[src/rtl/dvp_gen_pkg.sv]
// Shared constants for the DVP frame generator: FSM codes, pattern modes,
// colour-bar table and LFSR definition.
package dvp_gen_pkg;

  typedef logic [2:0] state_t;
  localparam state_t ST_IDLE   = 3'd0;
  localparam state_t ST_VPRE   = 3'd1;
  localparam state_t ST_VBLANK = 3'd2;
  localparam state_t ST_HFP    = 3'd3;
  localparam state_t ST_ACTIVE = 3'd4;
  localparam state_t ST_HBP    = 3'd5;
  localparam state_t ST_VTAIL  = 3'd6;

  typedef enum logic [1:0] {
    MODE_RAMP = 2'd0,
    MODE_BARS = 2'd1,
    MODE_CHK  = 2'd2,
    MODE_LFSR = 2'd3
  } mode_e;

  // Index 0 is the leftmost bar: white, yellow, cyan, green, magenta, red, blue, black.
  localparam logic [7:0][15:0] BAR_RGB565 = {
    16'h0000, 16'h001F, 16'hF800, 16'hF81F,
    16'h07E0, 16'h07FF, 16'hFFE0, 16'hFFFF
  };

  // x^16+x^14+x^13+x^11 in right-shifting Fibonacci form: feedback from bits 0,2,3,5.
  localparam logic [15:0] LFSR_SEED = 16'hACE1;
  localparam logic [15:0] LFSR_TAPS = 16'h002D;

  function automatic logic [15:0] lfsr_next(input logic [15:0] l);
    return {^(l & LFSR_TAPS), l[15:1]};
  endfunction

endpackage

[src/rtl/dvp_frame_gen_if.sv]
// DVP camera-side bus: byte stream plus line/frame syncs.
interface dvp_frame_gen_if #(
  parameter int DATA_WIDTH = 8
);
  logic [DATA_WIDTH-1:0] cam_half_pixel;
  logic                  cam_href;
  logic                  cam_vsync;

  modport master (output cam_half_pixel, cam_href, cam_vsync);
  modport slave  (input  cam_half_pixel, cam_href, cam_vsync);
endinterface

[src/rtl/dvp_pattern_src.sv]
// Combinational test-pattern byte generator; the caller supplies all position state.
module dvp_pattern_src
  import dvp_gen_pkg::*;
#(
  parameter int DATA_WIDTH      = 8,
  parameter int BYTES_PER_PIXEL = 2,
  parameter int CHK_SHIFT       = 3
) (
  input  mode_e                 mode_i,
  input  logic [15:0]           row_i,
  input  logic [31:0]           byte_idx_i,
  input  logic [15:0]           pix_x_i,
  input  logic [7:0]            pix_byte_i,
  input  logic [2:0]            bar_i,
  input  logic [15:0]           lfsr_i,
  output logic [DATA_WIDTH-1:0] data_o
);
  logic [15:0] pix;
  int          sh;

  always_comb begin
    if (mode_i == MODE_BARS)
      pix = BAR_RGB565[bar_i];
    else if ((((pix_x_i >> CHK_SHIFT) ^ (row_i >> CHK_SHIFT)) & 16'd1) != 16'd0)
      pix = 16'h0000;
    else
      pix = 16'hFFFF;
    // Pixel bytes go out MSB first.
    sh = DATA_WIDTH * (BYTES_PER_PIXEL - 1 - int'(pix_byte_i));
    case (mode_i)
      MODE_RAMP: data_o = DATA_WIDTH'(32'(row_i) + byte_idx_i);
      MODE_LFSR: data_o = DATA_WIDTH'(lfsr_i);
      default:   data_o = DATA_WIDTH'({16'h0000, pix} >> sh);
    endcase
  end
endmodule

[src/rtl/dvp_frame_gen.sv]
// OV5640-style DVP source: frame/line timing FSM with registered outputs and
// a pluggable pattern generator fed with next-cycle position.
module dvp_frame_gen
  import dvp_gen_pkg::*;
#(
  parameter int DATA_WIDTH      = 8,
  parameter int BYTES_PER_PIXEL = 2,
  parameter int VSYNC_PRE       = 10,
  parameter int VBLANK          = 20,
  parameter int HFP             = 20,
  parameter int HBP             = 20,
  parameter int VTAIL           = 50,
  parameter int CHK_SHIFT       = 3
) (
  input  logic                   clk_i,
  input  logic                   resetn_i,
  input  logic                   start_i,
  input  logic                   continuous_i,
  input  logic [1:0]             mode_i,
  input  logic [15:0]            resolution_width_i,
  input  logic [15:0]            resolution_depth_i,
  dvp_frame_gen_if.master        cam,
  output logic                   busy_o,
  output logic                   frame_done_o,
  output logic [15:0]            frame_cnt_o
);
  state_t      state_q, state_d;
  mode_e       mode_q, mode_d;
  logic [15:0] w_q, w_d, h_q, h_d, row_q, row_d, x_q, x_d;
  logic [15:0] barpix_q, barpix_d, lfsr_q, lfsr_d, barw;
  logic [31:0] cnt_q, cnt_d, ph_len;
  logic [7:0]  pb_q, pb_d;
  logic [2:0]  bar_q, bar_d;
  logic        cfg_ok, ph_last, done_d;

  logic [DATA_WIDTH-1:0] pat, data_q;
  logic                  href_q, vsync_q, busy_q, done_q;
  logic [15:0]           fcnt_q;

  assign cfg_ok = (resolution_width_i != 16'd0) && (resolution_depth_i != 16'd0);
  assign barw   = w_q >> 3;

  always_comb begin
    case (state_q)
      ST_VPRE:   ph_len = 32'(VSYNC_PRE);
      ST_VBLANK: ph_len = 32'(VBLANK);
      ST_HFP:    ph_len = 32'(HFP);
      ST_ACTIVE: ph_len = 32'(w_q) * 32'(BYTES_PER_PIXEL);
      ST_HBP:    ph_len = 32'(HBP);
      ST_VTAIL:  ph_len = 32'(VTAIL);
      default:   ph_len = 32'd1;
    endcase
  end
  assign ph_last = (cnt_q == ph_len - 32'd1);

  always_comb begin
    state_d  = state_q;
    cnt_d    = cnt_q;
    mode_d   = mode_q;
    w_d      = w_q;
    h_d      = h_q;
    row_d    = row_q;
    x_d      = x_q;
    pb_d     = pb_q;
    bar_d    = bar_q;
    barpix_d = barpix_q;
    lfsr_d   = lfsr_q;

    if (state_q == ST_ACTIVE) begin
      lfsr_d = lfsr_next(lfsr_q);
      if (pb_q == 8'(BYTES_PER_PIXEL - 1)) begin
        pb_d = 8'd0;
        x_d  = x_q + 16'd1;
        // Bars advance every W>>3 pixels; leftover pixels remain in the last bar.
        if (bar_q != 3'd7 && barw != 16'd0 && barpix_q == barw - 16'd1) begin
          bar_d    = bar_q + 3'd1;
          barpix_d = 16'd0;
        end else begin
          barpix_d = barpix_q + 16'd1;
        end
      end else begin
        pb_d = pb_q + 8'd1;
      end
    end

    if (state_q == ST_IDLE) begin
      if (start_i && cfg_ok) begin
        state_d = ST_VPRE;
        cnt_d   = 32'd0;
        w_d     = resolution_width_i;
        h_d     = resolution_depth_i;
        mode_d  = mode_e'(mode_i);
      end
    end else if (!ph_last) begin
      cnt_d = cnt_q + 32'd1;
    end else begin
      cnt_d = 32'd0;
      case (state_q)
        ST_VPRE: begin
          state_d = ST_VBLANK;
          row_d   = 16'd0;
          lfsr_d  = LFSR_SEED;
        end
        ST_VBLANK: state_d = ST_HFP;
        ST_HFP: begin
          state_d  = ST_ACTIVE;
          x_d      = 16'd0;
          pb_d     = 8'd0;
          bar_d    = 3'd0;
          barpix_d = 16'd0;
        end
        ST_ACTIVE: state_d = ST_HBP;
        ST_HBP: begin
          if (row_q == h_q - 16'd1) begin
            state_d = ST_VTAIL;
          end else begin
            state_d = ST_HFP;
            row_d   = row_q + 16'd1;
          end
        end
        ST_VTAIL: begin
          if (continuous_i && cfg_ok) begin
            state_d = ST_VPRE;
            w_d     = resolution_width_i;
            h_d     = resolution_depth_i;
            mode_d  = mode_e'(mode_i);
          end else begin
            state_d = ST_IDLE;
          end
        end
        default: state_d = ST_IDLE;
      endcase
    end
  end

  assign done_d = (state_d == ST_VTAIL) && (cnt_d == 32'(VTAIL - 1));

  // Fed with next-cycle position so the byte lands in the register alongside href.
  dvp_pattern_src #(
    .DATA_WIDTH     (DATA_WIDTH),
    .BYTES_PER_PIXEL(BYTES_PER_PIXEL),
    .CHK_SHIFT      (CHK_SHIFT)
  ) u_pat (
    .mode_i    (mode_d),
    .row_i     (row_d),
    .byte_idx_i(cnt_d),
    .pix_x_i   (x_d),
    .pix_byte_i(pb_d),
    .bar_i     (bar_d),
    .lfsr_i    (lfsr_d),
    .data_o    (pat)
  );

  always_ff @(posedge clk_i) begin
    if (!resetn_i) begin
      state_q  <= ST_IDLE;
      cnt_q    <= 32'd0;
      mode_q   <= MODE_RAMP;
      w_q      <= 16'd0;
      h_q      <= 16'd0;
      row_q    <= 16'd0;
      x_q      <= 16'd0;
      pb_q     <= 8'd0;
      bar_q    <= 3'd0;
      barpix_q <= 16'd0;
      lfsr_q   <= LFSR_SEED;
      data_q   <= '0;
      href_q   <= 1'b0;
      vsync_q  <= 1'b1;
      busy_q   <= 1'b0;
      done_q   <= 1'b0;
      fcnt_q   <= 16'd0;
    end else begin
      state_q  <= state_d;
      cnt_q    <= cnt_d;
      mode_q   <= mode_d;
      w_q      <= w_d;
      h_q      <= h_d;
      row_q    <= row_d;
      x_q      <= x_d;
      pb_q     <= pb_d;
      bar_q    <= bar_d;
      barpix_q <= barpix_d;
      lfsr_q   <= lfsr_d;
      data_q   <= (state_d == ST_ACTIVE) ? pat : '0;
      href_q   <= (state_d == ST_ACTIVE);
      vsync_q  <= (state_d == ST_IDLE) || (state_d == ST_VPRE) || (state_d == ST_VTAIL);
      busy_q   <= (state_d != ST_IDLE);
      done_q   <= done_d;
      if (done_d) fcnt_q <= fcnt_q + 16'd1;
    end
  end

  assign cam.cam_half_pixel = data_q;
  assign cam.cam_href       = href_q;
  assign cam.cam_vsync      = vsync_q;
  assign busy_o             = busy_q;
  assign frame_done_o       = done_q;
  assign frame_cnt_o        = fcnt_q;
endmodule

[src/flat_wrapper.sv]
// flat-port wrapper written by rule: the top's interface ports become plain ports
module dvp_frame_gen_flat import dvp_gen_pkg::*;
#(
  parameter int DATA_WIDTH      = 8,
  parameter int BYTES_PER_PIXEL = 2,
  parameter int VSYNC_PRE       = 10,
  parameter int VBLANK          = 20,
  parameter int HFP             = 20,
  parameter int HBP             = 20,
  parameter int VTAIL           = 50,
  parameter int CHK_SHIFT       = 3
)
  (clk_i, resetn_i, start_i, continuous_i, mode_i, resolution_width_i, resolution_depth_i, busy_o, frame_done_o, frame_cnt_o, cam_cam_half_pixel, cam_cam_href, cam_cam_vsync);
  dvp_frame_gen_if #(.DATA_WIDTH(DATA_WIDTH)) cam_i ();
  input  logic clk_i;
  input  logic resetn_i;
  input  logic start_i;
  input  logic continuous_i;
  input  logic [1:0] mode_i;
  input  logic [15:0] resolution_width_i;
  input  logic [15:0] resolution_depth_i;
  output logic busy_o;
  output logic frame_done_o;
  output logic [15:0] frame_cnt_o;
  output wire logic [$bits(cam_i.cam_half_pixel)-1:0] cam_cam_half_pixel;
  output wire logic [$bits(cam_i.cam_href)-1:0] cam_cam_href;
  output wire logic [$bits(cam_i.cam_vsync)-1:0] cam_cam_vsync;
  assign cam_cam_half_pixel = cam_i.cam_half_pixel;
  assign cam_cam_href = cam_i.cam_href;
  assign cam_cam_vsync = cam_i.cam_vsync;
  dvp_frame_gen #(.DATA_WIDTH(DATA_WIDTH), .BYTES_PER_PIXEL(BYTES_PER_PIXEL), .VSYNC_PRE(VSYNC_PRE), .VBLANK(VBLANK), .HFP(HFP), .HBP(HBP), .VTAIL(VTAIL), .CHK_SHIFT(CHK_SHIFT)) u_core (.clk_i(clk_i), .resetn_i(resetn_i), .start_i(start_i), .continuous_i(continuous_i), .mode_i(mode_i), .resolution_width_i(resolution_width_i), .resolution_depth_i(resolution_depth_i), .cam(cam_i), .busy_o(busy_o), .frame_done_o(frame_done_o), .frame_cnt_o(frame_cnt_o));
endmodule
[config.mk]
export PLATFORM = sky130hd
export DESIGN_NAME = dvp_frame_gen_flat
export DESIGN_NICKNAME = d
export VERILOG_FILES = /design/src/rtl/dvp_gen_pkg.sv /design/src/rtl/dvp_frame_gen_if.sv /design/src/rtl/dvp_pattern_src.sv /design/src/rtl/dvp_frame_gen.sv /design/src/flat_wrapper.sv
export SDC_FILE = /design/constraint.sdc
export NUM_CORES = 1
export LEC_CHECK = 0
export ABC_CLOCK_PERIOD_IN_PS = 11350
export CORE_MARGIN = 3
export CORE_UTILIZATION = 44
export DETAILED_ROUTE_END_ITERATION = 12
export PLACE_DENSITY = 0.62
export SLEW_MARGIN = 5
export SYNTH_ARGS = -nofsm -noshare
export SYNTH_HDL_FRONTEND = slang
export SYNTH_HIERARCHICAL = 1
export SYNTH_SLANG_ARGS = --single-unit
export TNS_END_PERCENT = 50
[constraint.sdc]
create_clock -name clk_i -period 11.35 [get_ports clk_i]
set_input_delay 1.7025 -clock clk_i [delete_from_list [all_inputs] [get_ports clk_i]]
set_output_delay 1.7025 -clock clk_i [all_outputs]
set_load 0.01 [all_outputs]
# Word level (Yosys, flattened, before mapping)
# Memories as Yosys holds them, arrays and structs flattened.
# Index checks and enable logic that the tools add are counted.
# totals
ff_bits	172
elab_cells	132
ram_bits	0
latch_bits	0
romBits	128
mem_count	1
# memory_table
name	depth	width	rd	rd_ports_with_merged_regs	wr	line_no	source
(name not given)	8	16	1	0	0	dvp_pattern_src.sv:23	pix = BAR_RGB565[bar_i];
# op_classes
n_addsub	12
shift	1
n_mul	0
bitwise	1
n_div	0
magnitude_cmp	1
n_reduce_logical	22
mux	59
n_eq_ne	18
# ops
operator	n
two-way mux 16 bit	31
two-way mux 32 bit	3
case mux 17 bit (4 select lines)	1
adder 16 x 1 -> 16 bit, second input constant	4
nonzero test 16 bit	3
two-way mux 8 bit	5
adder 32 x 1 -> 32 bit, second input constant	1
equality test 16 bit	2
equality test 32 bit	1
equality test 32 x 6 -> 1 bit, second input constant	1
case mux 16 bit (2 select lines)	1
>> shifter 16 x 32 -> 8 bit	1
two-way mux 3 bit	10
case mux 3 bit (6 select lines)	1
subtractor 17 x 1 -> 18 bit, second input constant	1
case mux 8 bit (2 select lines)	1
XOR reduction 16 bit	1
subtractor 16 x 1 -> 16 bit, second input constant	1
equality test 3 bit, second input constant	5
subtractor 13 x 1 -> 14 bit, second input constant	1
two-way mux 2 bit	5
subtractor 1 x 8 -> 9 bit, first input constant	1
adder 8 x 1 -> 8 bit, second input constant	1
adder 8 bit	1
20 further kinds	31

# Logic depth before layout (Yosys ltp)
# depth
depth_word	14
depth_mapped	21
depth_no_buf	20

# By module
# The synthesis kept the hierarchy.
# by_module_without_submodules
module	n_inst	area_per_inst_um2	seq_area_each_um2	cells_each
dvp_frame_gen	1	10736.5	3443.3	1409
dvp_pattern_src	1	565.5	0.0	81

# Worst setup path before layout
# Ideal clock, no wire load.
# synth_path
kind	register to register
from	register u_core.w_q[6]
to	register u_core.data_q[6], in the netlist u_core/cam.cam_half_pixel[6]
t_required_ps	11235
stages_incl_launch_ff	22
synth_period_minus_slack_ps	4589
path_slack_ps	6761
arrival_ps	4474
cell_sequence	dfxtp_1 buf_2 or4_1 buf_2 a211oi_4 and4_1 o22ai_1 or3_4 or4_1 o21ai_1 clkbuf_1 clkbuf_1 o21ai_1 ha_1 inv_1 fa_1 nand2b_1 a21oi_1 o21ai_0 nor3b_1 o31ai_1 and2_1
# synth_between
word_cells_on_any_way	42
classes_between	add/sub: 4; eq/ne: 5; shift: 1; mux: 25; bitwise: 1; reduce/logical: 5; memory: 1
# synth_lines
item	line_no	source
start, declared	dvp_frame_gen.sv:29	logic [15:0] w_q, w_d, h_q, h_d, row_q, row_d, x_q, x_d;
start signal, assigned	dvp_frame_gen.sv:177	w_q <= w_d;
case mux 17 bit (4 select lines)	dvp_frame_gen.sv:44	case (state_q)
subtractor 17 x 1 -> 18 bit	dvp_frame_gen.sv:54	assign ph_last = (cnt_q == ph_len - 32'd1);
equality test 32 bit	dvp_frame_gen.sv:54	
two-way mux 32 bit	dvp_frame_gen.sv:94	end else if (!ph_last) begin
two-way mux 32 bit	dvp_frame_gen.sv:86	if (state_q == ST_IDLE) begin
named net u_core.cnt_d[0]	dvp_frame_gen.sv:31	logic [31:0] cnt_q, cnt_d, ph_len;
adder 8 bit	dvp_pattern_src.sv:31	MODE_RAMP: data_o = DATA_WIDTH'(32'(row_i) + byte_idx_i);
case mux 8 bit (2 select lines)	dvp_pattern_src.sv:30	case (mode_i)
named net u_core.pat[6]	dvp_frame_gen.sv:36	logic [DATA_WIDTH-1:0] pat, data_q;
end signal, assigned	dvp_frame_gen.sv:185	data_q <= (state_d == ST_ACTIVE) ? pat : '0;
end, declared	dvp_frame_gen.sv:36	
# The timed path passes the listed nets, and every way through them passes these cells. The select of a mux whose other input is x is not followed.
# A chain may end at the register's enable or synchronous reset.

# Worst setup path after layout
# layout_path
from	register u_core.state_q[2]
to	register u_core.data_q[6], in the netlist u_core/cam.cam_half_pixel[6]
# layout_between
word_cells_on_any_way	53
classes_between	add/sub: 3; eq/ne: 10; shift: 1; mux: 33; bitwise: 1; reduce/logical: 4; memory: 1
# layout_lines
item	line_no	source
start, declared	dvp_frame_gen.sv:27	state_t state_q, state_d;
start signal, assigned	dvp_frame_gen.sv:174	state_q <= state_d;
equality test 3 x 2 -> 1 bit or equality test 3 bit (tied branches)	dvp_frame_gen.sv:44, dvp_frame_gen.sv:98	
OR reduction 3 bit (no source line)	n/a	
case mux 17 bit (4 select lines)	dvp_frame_gen.sv:44	
subtractor 17 x 1 -> 18 bit	dvp_frame_gen.sv:54	
equality test 32 bit	dvp_frame_gen.sv:54	
two-way mux 16 bit	dvp_frame_gen.sv:94	
two-way mux 16 bit (*)	dvp_frame_gen.sv:86	
named net u_core.row_d[0]	dvp_frame_gen.sv:29	
adder 8 bit (*)	dvp_pattern_src.sv:31	
case mux 8 bit (2 select lines) (*)	dvp_pattern_src.sv:30	
named net u_core.pat[6]	dvp_frame_gen.sv:36	
# The timed path passes the listed nets; every way through them passes the cells marked *. The select of a mux whose other input is x is not followed.

==> summary.md <==
| Metric | Value |
|---|---|
| Pwr Total | `2180 uW` |
| Synth Instances | `1,388` |
| R2r startpoint | `u_core/state_q[2]` |
| RSZ-0062 raised after global routing | `no` |
| Worst clock skew | `0.0147 ns` |
| # rows | `56` |
| Worst-Margin Slew | `1.16 ns` |
| Max-cap viol count | `0` |
| Slowest CP cell | `dfxtp_1` |
| Crit path required time | `11.72 ns` |
| Post-DP Area | `11,300 um^2` |
| Cell Area, Synth | `10,600 um^2` |
| Detail Placement HPWL | `21.5 mm` |
| Final routed DRC violation total | `0` |
| CTS root buf | `clkbuf_16` |
| PD cells | `182 nW/um^2` |
| Die X | `161 um` |
| Crit path capture | `u_core/cam.cam_half_pixel[6]` |
| Overflow after GRT | `0` |
| Vias in the first global route | `9,439` |
| Fmax | `168 MHz` |
| Reg area | `3200 um^2` |
| RePlAce Congestion | `0.926` |
| WS Path Type | `register to register` |
| Antenna cells | `0` |
| Worst ir drop on vdd | `93.9 uV` |
| Synth-to-Final Area Change | `12.5%` |
| Wire length per cell | `17.3 um` |
| CP Cell Sequence | `nor3b_2 -> buf_4 -> nand3_1 -> nand3b_1 -> o211ai_1 -> or3_4 -> nor4_4 -> nand4_1 -> o21ai_0 -> a22o_1 -> ha_1 -> inv_1 -> fa_1 -> nand2b_1 -> a21oi_1 -> o21ai_0 -> nor3b_1 -> o31ai_1 -> and2_1` |
| Critical Path Start | `u_core/state_q[2]` |
| GR Util All Layers | `22.7%` |
| CTS tree | `yes` |
| Worst R2R End | `u_core/cam.cam_half_pixel[6]` |
| Reg2Reg Depth | `19` |
| Clk Latency, worst-skew pair | `0.43 ns` |
| Commonest cells after routing, fill and taps aside | `dfxtp_1 (160), nor2_1 (157), nand2_1 (104), a21oi_1 (66), clkdlybuf4s50_1 (65)` |
| Max_slew headroom | `22.1%` |
| H-tree levels | `4` |
| DRT Wirelength | `29.5 mm` |
| Outcome | `finished clean` |
| Fill cells | `2,337` |
| Total CTS buffers | `17` |
| Setup crit start kind | `register` |
| Die Span Y | `161 um` |
| Worst path max stage delay | `0.79 ns` |
| Tightest Hold Check Type | `register to register` |
| Ports | `66` |
| Fin. max-slew vios | `0` |
| Layout cell share with drive strength beyond 1 | `5.18%` |
| Fin area | `12,000 um^2` |
| Initial antenna violation count | `0` |
| Starting Density | `45.0%` |
| Final setup viols | `0` |
| Nets | `1,439` |
| First-pass iteration count of the detailed router | `5` |
| Final WS setup | `5.41 ns` |
| Crit path DAT | `6.32 ns` |
| Post-CTS Hold Buffers | `0` |
| Routed via count | `9,978` |
| Port buffer count | `65` |
| CP Max Fanout | `26` |
| Leak | `0.00437 uW` |
| Final Hold Vio Count | `0` |
| Die ar. | `26,100 um^2` |
| Worst path most repeated cell | `o21ai_0` |
| Core Region | `23,600 um^2` |
| Area of the multi-input gates | `6900 um^2` |
| Synthesized area per cell | `7.66 um^2` |
| YS warnings | `6` |
| Post-layout min period | `5.94 ns` |
| Fin crit share | `52.4%` |
| Vias per inst | `5.84` |
| First-pass GRT wire length | `48.7 mm` |
| Clk slew on worst S/H paths | `0.07 ns` |
| DR iter-0 viols | `707` |
| Syn Nets | `1,449` |
| Final TNS setup | `0 ns` |
| Worst setup EP type | `register` |
| Commonest non-fill, non-tap cell in the layout | `dfxtp_1` |
| Post-route ant nets | `0` |
| Post-CTS Resized | `0` |
| Largest net degree at the start of global routing | `45` |
| Final Util | `50.7%` |
| Clock sink total | `160` |
| Setup bufs post-CTS | `0` |
| Maximum clock path buffer count | `2` |
| Flop2flop setup slack | `5.41 ns` |
| DP Worst Slack | `5.28 ns` |
-- flip-flops by register name, indices dropped and copies added, names as in the netlist, 2 cells and up --
| register | count |
|---|---|
| u_core/cnt_q | 32 |
| u_core/barpix_q | 16 |
| u_core/frame_cnt_o | 16 |
| u_core/h_q | 16 |
| u_core/lfsr_q | 16 |
| u_core/row_q | 16 |
| u_core/w_q | 16 |
| u_core/cam.cam_half_pixel | 8 |
| u_core/pb_q | 8 |
| u_core/x_q | 4 |
| u_core/bar_q | 3 |
| u_core/state_q | 3 |
| u_core/mode_q | 2 |
-- power by group --
group	internal (uW)	switching, uW
logic	332	546
clock network	354	263
registers	599	84.3
-- critical path: cells and delay by family, from the launching register on --
family	cells	cell delay [ns]
compound gates	6	1.12
fa+ha+maj	2	0.58
buf+inv	2	0.47
flops	1	0.79
simple gates	9	2.92
-- metrics by stage --
stage,instances,hold slack (ns)
finish,1709,0.486
global route,1709,0.506
CTS,1709,0.492
detailed placement,1678,0.467
global placement,1678,0.468
floorplan,1388,0.447
-- per-layer routing --
metal  up-vias  global-route usage [%]  part of all wire (%)  wire length, um
li1       4995                       -                     -                -
met1      4668                    30.6                    46            13600
met3        38                    3.72                   5.3             1570
met4         0                    6.88                   1.7              498
met5         -                       0                     0                0
met2       277                    37.4                    47            13900
-- final cells by class --
| cell class | count | share of cell area [%] |
|---|---|---|
| clock inverter | 14 | 1.61 |
| clock buffer | 17 | 3.56 |
| multi-input combinational | 1089 | 57.7 |
| timing repair buffer | 72 | 5.88 |
| inverter | 38 | 1.19 |
| sequential | 160 | 26.8 |
| tap | 319 | 3.34 |
-- how the worst min path moves through the flow --
| stage | start | end | depth (start not counted) |
|---|---|---|---|
| 6_report | u_core/lfsr_q[10] | u_core/lfsr_q[10] | 2 |
| 3_3_place_gp | u_core/lfsr_q[13] | u_core/lfsr_q[13] | 2 |
| 4_1_cts | u_core/lfsr_q[10] | u_core/lfsr_q[10] | 2 |
| 5_1_grt | u_core/lfsr_q[10] | u_core/lfsr_q[10] | 2 |
| 2_1_floorplan | u_core/lfsr_q[10] | u_core/lfsr_q[10] | 2 |
| 3_5_place_dp | u_core/lfsr_q[10] | u_core/lfsr_q[10] | 2 |
No activity file was read; power rests on OpenSTA's default activity.
